**config.mk**
```make
export PLATFORM = sky130hd
export DESIGN_NAME = clk_divider_prog_flat
export DESIGN_NICKNAME = d
export VERILOG_FILES = /design/src/rtl/clk_divider_prog_if.sv /design/src/rtl/clk_divider_prog.sv /design/src/flat_wrapper.sv
export SDC_FILE = /design/constraint.sdc
export NUM_CORES = 1
export LEC_CHECK = 0
export ABC_CLOCK_PERIOD_IN_PS = 6300
export CORE_UTILIZATION = 43
export CTS_BUF_LIST = sky130_fd_sc_hd__clkbuf_4
export DETAILED_ROUTE_END_ITERATION = 7
export HOLD_SLACK_MARGIN = 0.15
export PLACE_DENSITY_LB_ADDON = 0.05
export SYNTH_ARGS = -nofsm -noshare
export SYNTH_HDL_FRONTEND = slang
export SYNTH_SLANG_ARGS = --single-unit
```
**constraint.sdc**
```tcl
create_clock -name PLL_CLK -period 6.3 [get_ports PLL_CLK]
set_input_delay 0.63 -clock PLL_CLK [delete_from_list [all_inputs] [get_ports PLL_CLK]]
set_output_delay 0.63 -clock PLL_CLK [all_outputs]
set_load 0.02 [all_outputs]
```
**src/rtl/clk_divider_prog_if.sv**
```systemverilog
// Configuration and output bundle of the programmable Fg/Dac clock divider.
// The bench drives through master; the divider sits on slave.
interface clk_divider_prog_if #(
  parameter int DIV_W = 8
);
  logic             en;
  logic [DIV_W-1:0] half_div;
  logic [DIV_W:0]   phase;
  logic             cfg_load;
  logic             Fg_CLK;
  logic             Dac_CLK;
  logic             period_tick;
  logic             cfg_busy;
  logic             cfg_err;

  modport master (
    output en, half_div, phase, cfg_load,
    input  Fg_CLK, Dac_CLK, period_tick, cfg_busy, cfg_err
  );

  modport slave (
    input  en, half_div, phase, cfg_load,
    output Fg_CLK, Dac_CLK, period_tick, cfg_busy, cfg_err
  );
endinterface

```
**src/rtl/clk_divider_prog.sv**
```systemverilog
// Programmable 50%-duty clock divider producing Fg_CLK and a phase-delayed Dac_CLK.
// New ratios are shadowed and applied only at terminal count, so switches never create runts.
module clk_divider_prog #(
  parameter int DIV_W     = 8,
  parameter int DEF_HALF  = 1,
  parameter int DEF_PHASE = 1
) (
  input  logic               PLL_CLK,
  input  logic               RESETn,
  clk_divider_prog_if.slave  div_if
);

  localparam logic [1:0] IDLE = 2'd0;
  localparam logic [1:0] RUN  = 2'd1;
  localparam logic [1:0] STOP = 2'd2;

  localparam logic [DIV_W-1:0] DEF_H    = DEF_HALF[DIV_W-1:0];
  localparam logic [DIV_W:0]   DEF_PH   = DEF_PHASE[DIV_W:0];
  localparam logic [DIV_W:0]   CNT_ZERO = {(DIV_W+1){1'b0}};
  localparam logic [DIV_W:0]   CNT_ONE  = {{DIV_W{1'b0}}, 1'b1};

  logic [1:0]       state_q, state_d;
  logic [DIV_W:0]   cnt_q, cnt_d;
  logic [DIV_W-1:0] half_q, half_d, sh_half_q, sh_half_d;
  logic [DIV_W:0]   ph_q, ph_d, sh_ph_q, sh_ph_d;
  logic             busy_q, busy_d;
  logic             fg_q, fg_d, dac_q, dac_d, tick_q, tick_d, err_q, err_d;

  logic [DIV_W:0]   two_h_s, req_two_h_s, dac_cnt_s;
  logic             tc_s, active_s, cfg_ok_s, cfg_acc_s;

  // Period length is kept one bit wider than H so H = 2^DIV_W-1 does not overflow.
  assign two_h_s     = {half_q, 1'b0};
  assign req_two_h_s = {div_if.half_div, 1'b0};
  assign tc_s        = (cnt_q == (two_h_s - CNT_ONE));
  assign active_s    = (state_q != IDLE);
  assign cfg_ok_s    = (div_if.half_div != {DIV_W{1'b0}}) && (div_if.phase < req_two_h_s);
  assign cfg_acc_s   = div_if.cfg_load && cfg_ok_s;
  assign dac_cnt_s   = (cnt_q >= ph_q) ? (cnt_q - ph_q) : (cnt_q + two_h_s - ph_q);

  // Next-state: run/stop sequencing, counter, configuration shadowing and outputs.
  always_comb begin
    state_d   = state_q;
    cnt_d     = cnt_q;
    half_d    = half_q;
    ph_d      = ph_q;
    sh_half_d = sh_half_q;
    sh_ph_d   = sh_ph_q;
    busy_d    = busy_q;

    case (state_q)
      IDLE: begin
        cnt_d = CNT_ZERO;
        if (div_if.en) begin
          state_d = RUN;
        end else begin
          state_d = IDLE;
        end
      end
      RUN: begin
        cnt_d = tc_s ? CNT_ZERO : (cnt_q + CNT_ONE);
        if (!div_if.en) begin
          state_d = STOP;
        end else begin
          state_d = RUN;
        end
      end
      STOP: begin
        cnt_d = tc_s ? CNT_ZERO : (cnt_q + CNT_ONE);
        if (div_if.en) begin
          state_d = RUN;
        end else if (tc_s) begin
          state_d = IDLE;
        end else begin
          state_d = STOP;
        end
      end
      default: begin
        state_d = IDLE;
        cnt_d   = CNT_ZERO;
      end
    endcase

    // Pending ratio goes live on the period boundary; a load on that same edge waits for the next one.
    if (active_s && tc_s && busy_q) begin
      half_d = sh_half_q;
      ph_d   = sh_ph_q;
      busy_d = 1'b0;
    end else begin
      busy_d = busy_q;
    end

    if (cfg_acc_s) begin
      sh_half_d = div_if.half_div;
      sh_ph_d   = div_if.phase;
      if (state_q == IDLE) begin
        half_d = div_if.half_div;
        ph_d   = div_if.phase;
        busy_d = 1'b0;
      end else begin
        busy_d = 1'b1;
      end
    end else begin
      sh_half_d = sh_half_q;
      sh_ph_d   = sh_ph_q;
    end

    fg_d   = active_s && (cnt_q >= {1'b0, half_q});
    dac_d  = active_s && (dac_cnt_s >= {1'b0, half_q});
    tick_d = active_s && tc_s;
    err_d  = div_if.cfg_load && !cfg_ok_s;
  end

  // State and output registers with asynchronous active-low reset.
  always_ff @(posedge PLL_CLK or negedge RESETn) begin
    if (!RESETn) begin
      state_q   <= IDLE;
      cnt_q     <= CNT_ZERO;
      half_q    <= DEF_H;
      ph_q      <= DEF_PH;
      sh_half_q <= DEF_H;
      sh_ph_q   <= DEF_PH;
      busy_q    <= 1'b0;
      fg_q      <= 1'b0;
      dac_q     <= 1'b0;
      tick_q    <= 1'b0;
      err_q     <= 1'b0;
    end else begin
      state_q   <= state_d;
      cnt_q     <= cnt_d;
      half_q    <= half_d;
      ph_q      <= ph_d;
      sh_half_q <= sh_half_d;
      sh_ph_q   <= sh_ph_d;
      busy_q    <= busy_d;
      fg_q      <= fg_d;
      dac_q     <= dac_d;
      tick_q    <= tick_d;
      err_q     <= err_d;
    end
  end

  assign div_if.Fg_CLK      = fg_q;
  assign div_if.Dac_CLK     = dac_q;
  assign div_if.period_tick = tick_q;
  assign div_if.cfg_busy    = busy_q;
  assign div_if.cfg_err     = err_q;

endmodule

```
**src/flat_wrapper.sv**
```systemverilog
// flat-port wrapper written by rule: the top's interface ports become plain ports
module clk_divider_prog_flat 
#(
  parameter int DIV_W     = 8,
  parameter int DEF_HALF  = 1,
  parameter int DEF_PHASE = 1
)
  (PLL_CLK, RESETn, div_if_en, div_if_half_div, div_if_phase, div_if_cfg_load, div_if_Fg_CLK, div_if_Dac_CLK, div_if_period_tick, div_if_cfg_busy, div_if_cfg_err);
  clk_divider_prog_if #(.DIV_W(DIV_W)) div_if_i ();
  input  logic PLL_CLK;
  input  logic RESETn;
  input wire logic [$bits(div_if_i.en)-1:0] div_if_en;
  input wire logic [$bits(div_if_i.half_div)-1:0] div_if_half_div;
  input wire logic [$bits(div_if_i.phase)-1:0] div_if_phase;
  input wire logic [$bits(div_if_i.cfg_load)-1:0] div_if_cfg_load;
  output wire logic [$bits(div_if_i.Fg_CLK)-1:0] div_if_Fg_CLK;
  output wire logic [$bits(div_if_i.Dac_CLK)-1:0] div_if_Dac_CLK;
  output wire logic [$bits(div_if_i.period_tick)-1:0] div_if_period_tick;
  output wire logic [$bits(div_if_i.cfg_busy)-1:0] div_if_cfg_busy;
  output wire logic [$bits(div_if_i.cfg_err)-1:0] div_if_cfg_err;
  assign div_if_i.en = div_if_en;
  assign div_if_i.half_div = div_if_half_div;
  assign div_if_i.phase = div_if_phase;
  assign div_if_i.cfg_load = div_if_cfg_load;
  assign div_if_Fg_CLK = div_if_i.Fg_CLK;
  assign div_if_Dac_CLK = div_if_i.Dac_CLK;
  assign div_if_period_tick = div_if_i.period_tick;
  assign div_if_cfg_busy = div_if_i.cfg_busy;
  assign div_if_cfg_err = div_if_i.cfg_err;
  clk_divider_prog #(.DIV_W(DIV_W), .DEF_HALF(DEF_HALF), .DEF_PHASE(DEF_PHASE)) u_core (.PLL_CLK(PLL_CLK), .RESETn(RESETn), .div_if(div_if_i));
endmodule
```
==> out/results.ini <==
[grt]
antenna_found_initial=0
grt_max_degree=51
grt_pass1_wl_mm=14.7
grt_pass1_vias=2862
grt_util_met3_pct=2.09
use_met2_pct=32.2
busiest_layer=met2
gr-total-overflow=0
grtUsageTotal_pct=19.6
met1_usage_pct=27.7

[sta]
hold_viol=0
relSlewSlack_pct=53.8
post-route-min-period_ns=3.81
timing.fmax_mhz=262
setup_viol=0
period_share_pct=60.5
grt_setup_unrepaired=no
whs_ns=0.331
worstMarginPinSlew_ns=0.693
setup_slack_ns=2.49
maxSlewViolCount=0
tns_ns=0
fin_worst_skew_ns=0.0147

[floorplan]
die-width_um=97.3
ioPinCount=26
dieArea_um2=9460
rows=34
core_um2=8760
die_h_um=97.3
start_util_pct=44.5

[placed_design]
post-place-cells=539
pre_cts_ws_ns=2.52
io_buffer_count=25
hpwl_mm=6.80
place_congestion=0.846

[cells_and_area]
postLayoutCoreUtil_pct=48.9
nets=513
syn2layout_area_growth_pct=9.78
final_layout_size_suffix_gt1_share_pct=5.92
stdcell_count=547
fillers=891
diodes=0

[worst_setup_path]
worstPathMaxFanout=13
cp.required_ns=6.57
crit_start=u_core.ph_q[1]
path_class=flip-flop to flip-flop
r2r-end=u_core.div_if.Dac_CLK
regToRegStartpoint=u_core.ph_q[1]
cp_data_arrival_time_ns=4.08
startpoint_type=flip-flop
reg2reg_depth=16
endpoint_kind=flip-flop
crit_end=u_core.div_if.Dac_CLK
rrSetupSlack_ns=2.49

[routing]
routed_wl_mm=8.68
drtPass1Iterations=4
drc=0
drt_iter0_markers=83
vias=2891
via_per_inst=5.29
antenna_left=0
routedWlPerCell_um=15.9

[pwr]
p_sw_share_pct=46.3
clkPwrFrac_pct=7.8
powerDensity_nw_per_um2=481
switchingPower_w=0.000955
seqPwrFrac_pct=26.2
comb_power_share_pct=66.0
p_int_w=0.00111
p_leak_nw=2.17
ir_drop_mv=0.149

[min_path]
worstHoldPathType=primary input to async pin

[run_status]
status=completed

[synthesis]
synth_area_leaders=dfrtp_1 30%, ha_1 14%, xnor2_1 4.7%
syn_inst=414
avgSynthCellArea_um2=9.42
synth_edf_count=0
ys_ff_latch=50
ys_seq_area_share_pct=32.2
yosys.area.top_type=dfrtp_1
async_flop_share_pct=100
ys_types=52
synth_top_area_share_pct=29.5
ys.warnings.count=0
synthesis.area_um2=3900
ys.flop_type=dfrtp_1
synthesis.nets=489

[cts]
clk_path_buf_depth=2
cts_sinks=50
cts_setup_buffers=0
clkSlewWorstSetupHoldPaths_ns=0.15
clk-insertion-delay-late_ns=0.38
cts_tree=done
clockRootBuffer=clkbuf_4
hold_buffers=0
ctsHtreeMaxLevel=2
cts_resized=0
numCtsBuffers=5

[run]
cap_violations=0

-- kinds of logic after synthesis --
kind of cell	synth area share, %
adders and majority gates	19.1
buffers and inverters	6.67
xor gates and xnor gates	7.34
AOI/OAI and AO/OA	13.3
muxes	7.79
and+or+nand+nor	13.7
DFF	32.2
-- synth_stat cells (all sizes together) (9+ instances only) --
master / instances
o21ai: 23
xnor2: 21
fa: 9
nand2: 17
mux2i: 18
xor2: 9
mux2: 11
ha: 45
nor3: 10
dfrtp: 46
a21oi: 35
nor2: 39
inv: 49
-- layout make-up --
class                           count  area (µm²)  area share [%]
Inverter                           49         184            4.29
Sequential cell                    50        1260            29.3
Multi-Input combinational cell    305        2380            55.7
Clock buffer                        6        45.0            1.05
Timing Repair Buffer               27         260            6.08
Tap cell                          108         135            3.16
Clock inverter                      2        17.5           0.409
-- through the flow --
stage,power [W],area (µm²)
2_1_floorplan,0.00157,3900
3_3_place_gp,0.00190,4220
3_5_place_dp,0.00191,4220
4_1_cts,0.00208,4280
5_1_grt,0.00233,4280
6_report,0.00206,4280
-- registers in the layout, summed over array words and instances (netlist names) --
register                   cells
u_core.sh_half_q               8
u_core.div_if.Fg_CLK           1
u_core.sh_ph_q                 9
u_core.div_if.cfg_err          1
u_core.ph_q                    9
u_core.cnt_q                   9
u_core.div_if.period_tick      1
u_core.div_if.Dac_CLK          1
u_core.state_q                 2
u_core.half_q                  8
u_core.div_if.cfg_busy         1
-- power by group through the flow --
| stage | combinational [W] | clock, W | sequential, W |
|---|---|---|---|
| 4_1_cts | 0.00137 | 0.000169 | 0.000541 |
| 5_1_grt | 0.00160 | 0.000178 | 0.000557 |
| 3_5_place_dp | 0.00136 | 0 | 0.000548 |
| 6_report | 0.00136 | 0.000161 | 0.000540 |
| 2_1_floorplan | 0.00107 | 0 | 0.000507 |
| 3_3_place_gp | 0.00136 | 0 | 0.000544 |
-- critical path, cell delays in order (launching register included) --
cell and delay (ns):
dfrtp_1 0.43, inv_1 0.10, ha_1 0.31, nor2b_1 0.14, o31a_1 0.28, o311a_1 0.34
o31ai_1 0.23, nand2b_1 0.31, nor2_1 0.17, a21oi_1 0.06, ha_1 0.31, a21oi_1 0.14
o21ai_0 0.12, a2111oi_0 0.39, o21ai_0 0.15, a21oi_1 0.13, a31oi_1 0.09
-- per-layer routing --
| metal | vias to the layer above | part of all wire [%] |
|---|---|---|
| met5 | - | 0 |
| met4 | 0 | 0.88 |
| met3 | 8 | 2.2 |
| met2 | 45 | 46 |
| met1 | 1363 | 51 |
| li1 | 1475 | - |
-- worst min-delay path by stage --
stage	from	end	slack, ns	cells past startpoint
floorplan	RESETn	u_core.cnt_q[0]	0.33	0
global placement	u_core.sh_half_q[2]	u_core.sh_half_q[2]	0.47	2
detailed placement	u_core.sh_half_q[6]	u_core.sh_half_q[6]	0.48	2
CTS	RESETn	u_core.div_if.cfg_busy	0.36	2
global route	RESETn	u_core.div_if.cfg_busy	0.38	2
finish	RESETn	u_core.div_if.Dac_CLK	0.33	2
-- cell usage in the layout (no fill, tap or decap), drive strengths merged, types with 4 or more instances in the layout --
cell           netlist  final
inv                 49     50
dfrtp               46     46
ha                  45     45
nor2                39     39
a21oi               35     35
clkdlybuf4s50        0     24
o21ai               23     23
xnor2               21     21
mux2i               18     18
nand2               17     17
mux2                11     11
nor3                10     10
xor2                 9      9
fa                   9      9
nand2b               8      8
a21o                 6      6
nor2b                6      6
o21a                 6      6
clkbuf               2      6
nand4                5      5
nand3                5      5
and3                 4      4
dfstp                4      4
Note: power is estimated with default switching activity, not from simulation.
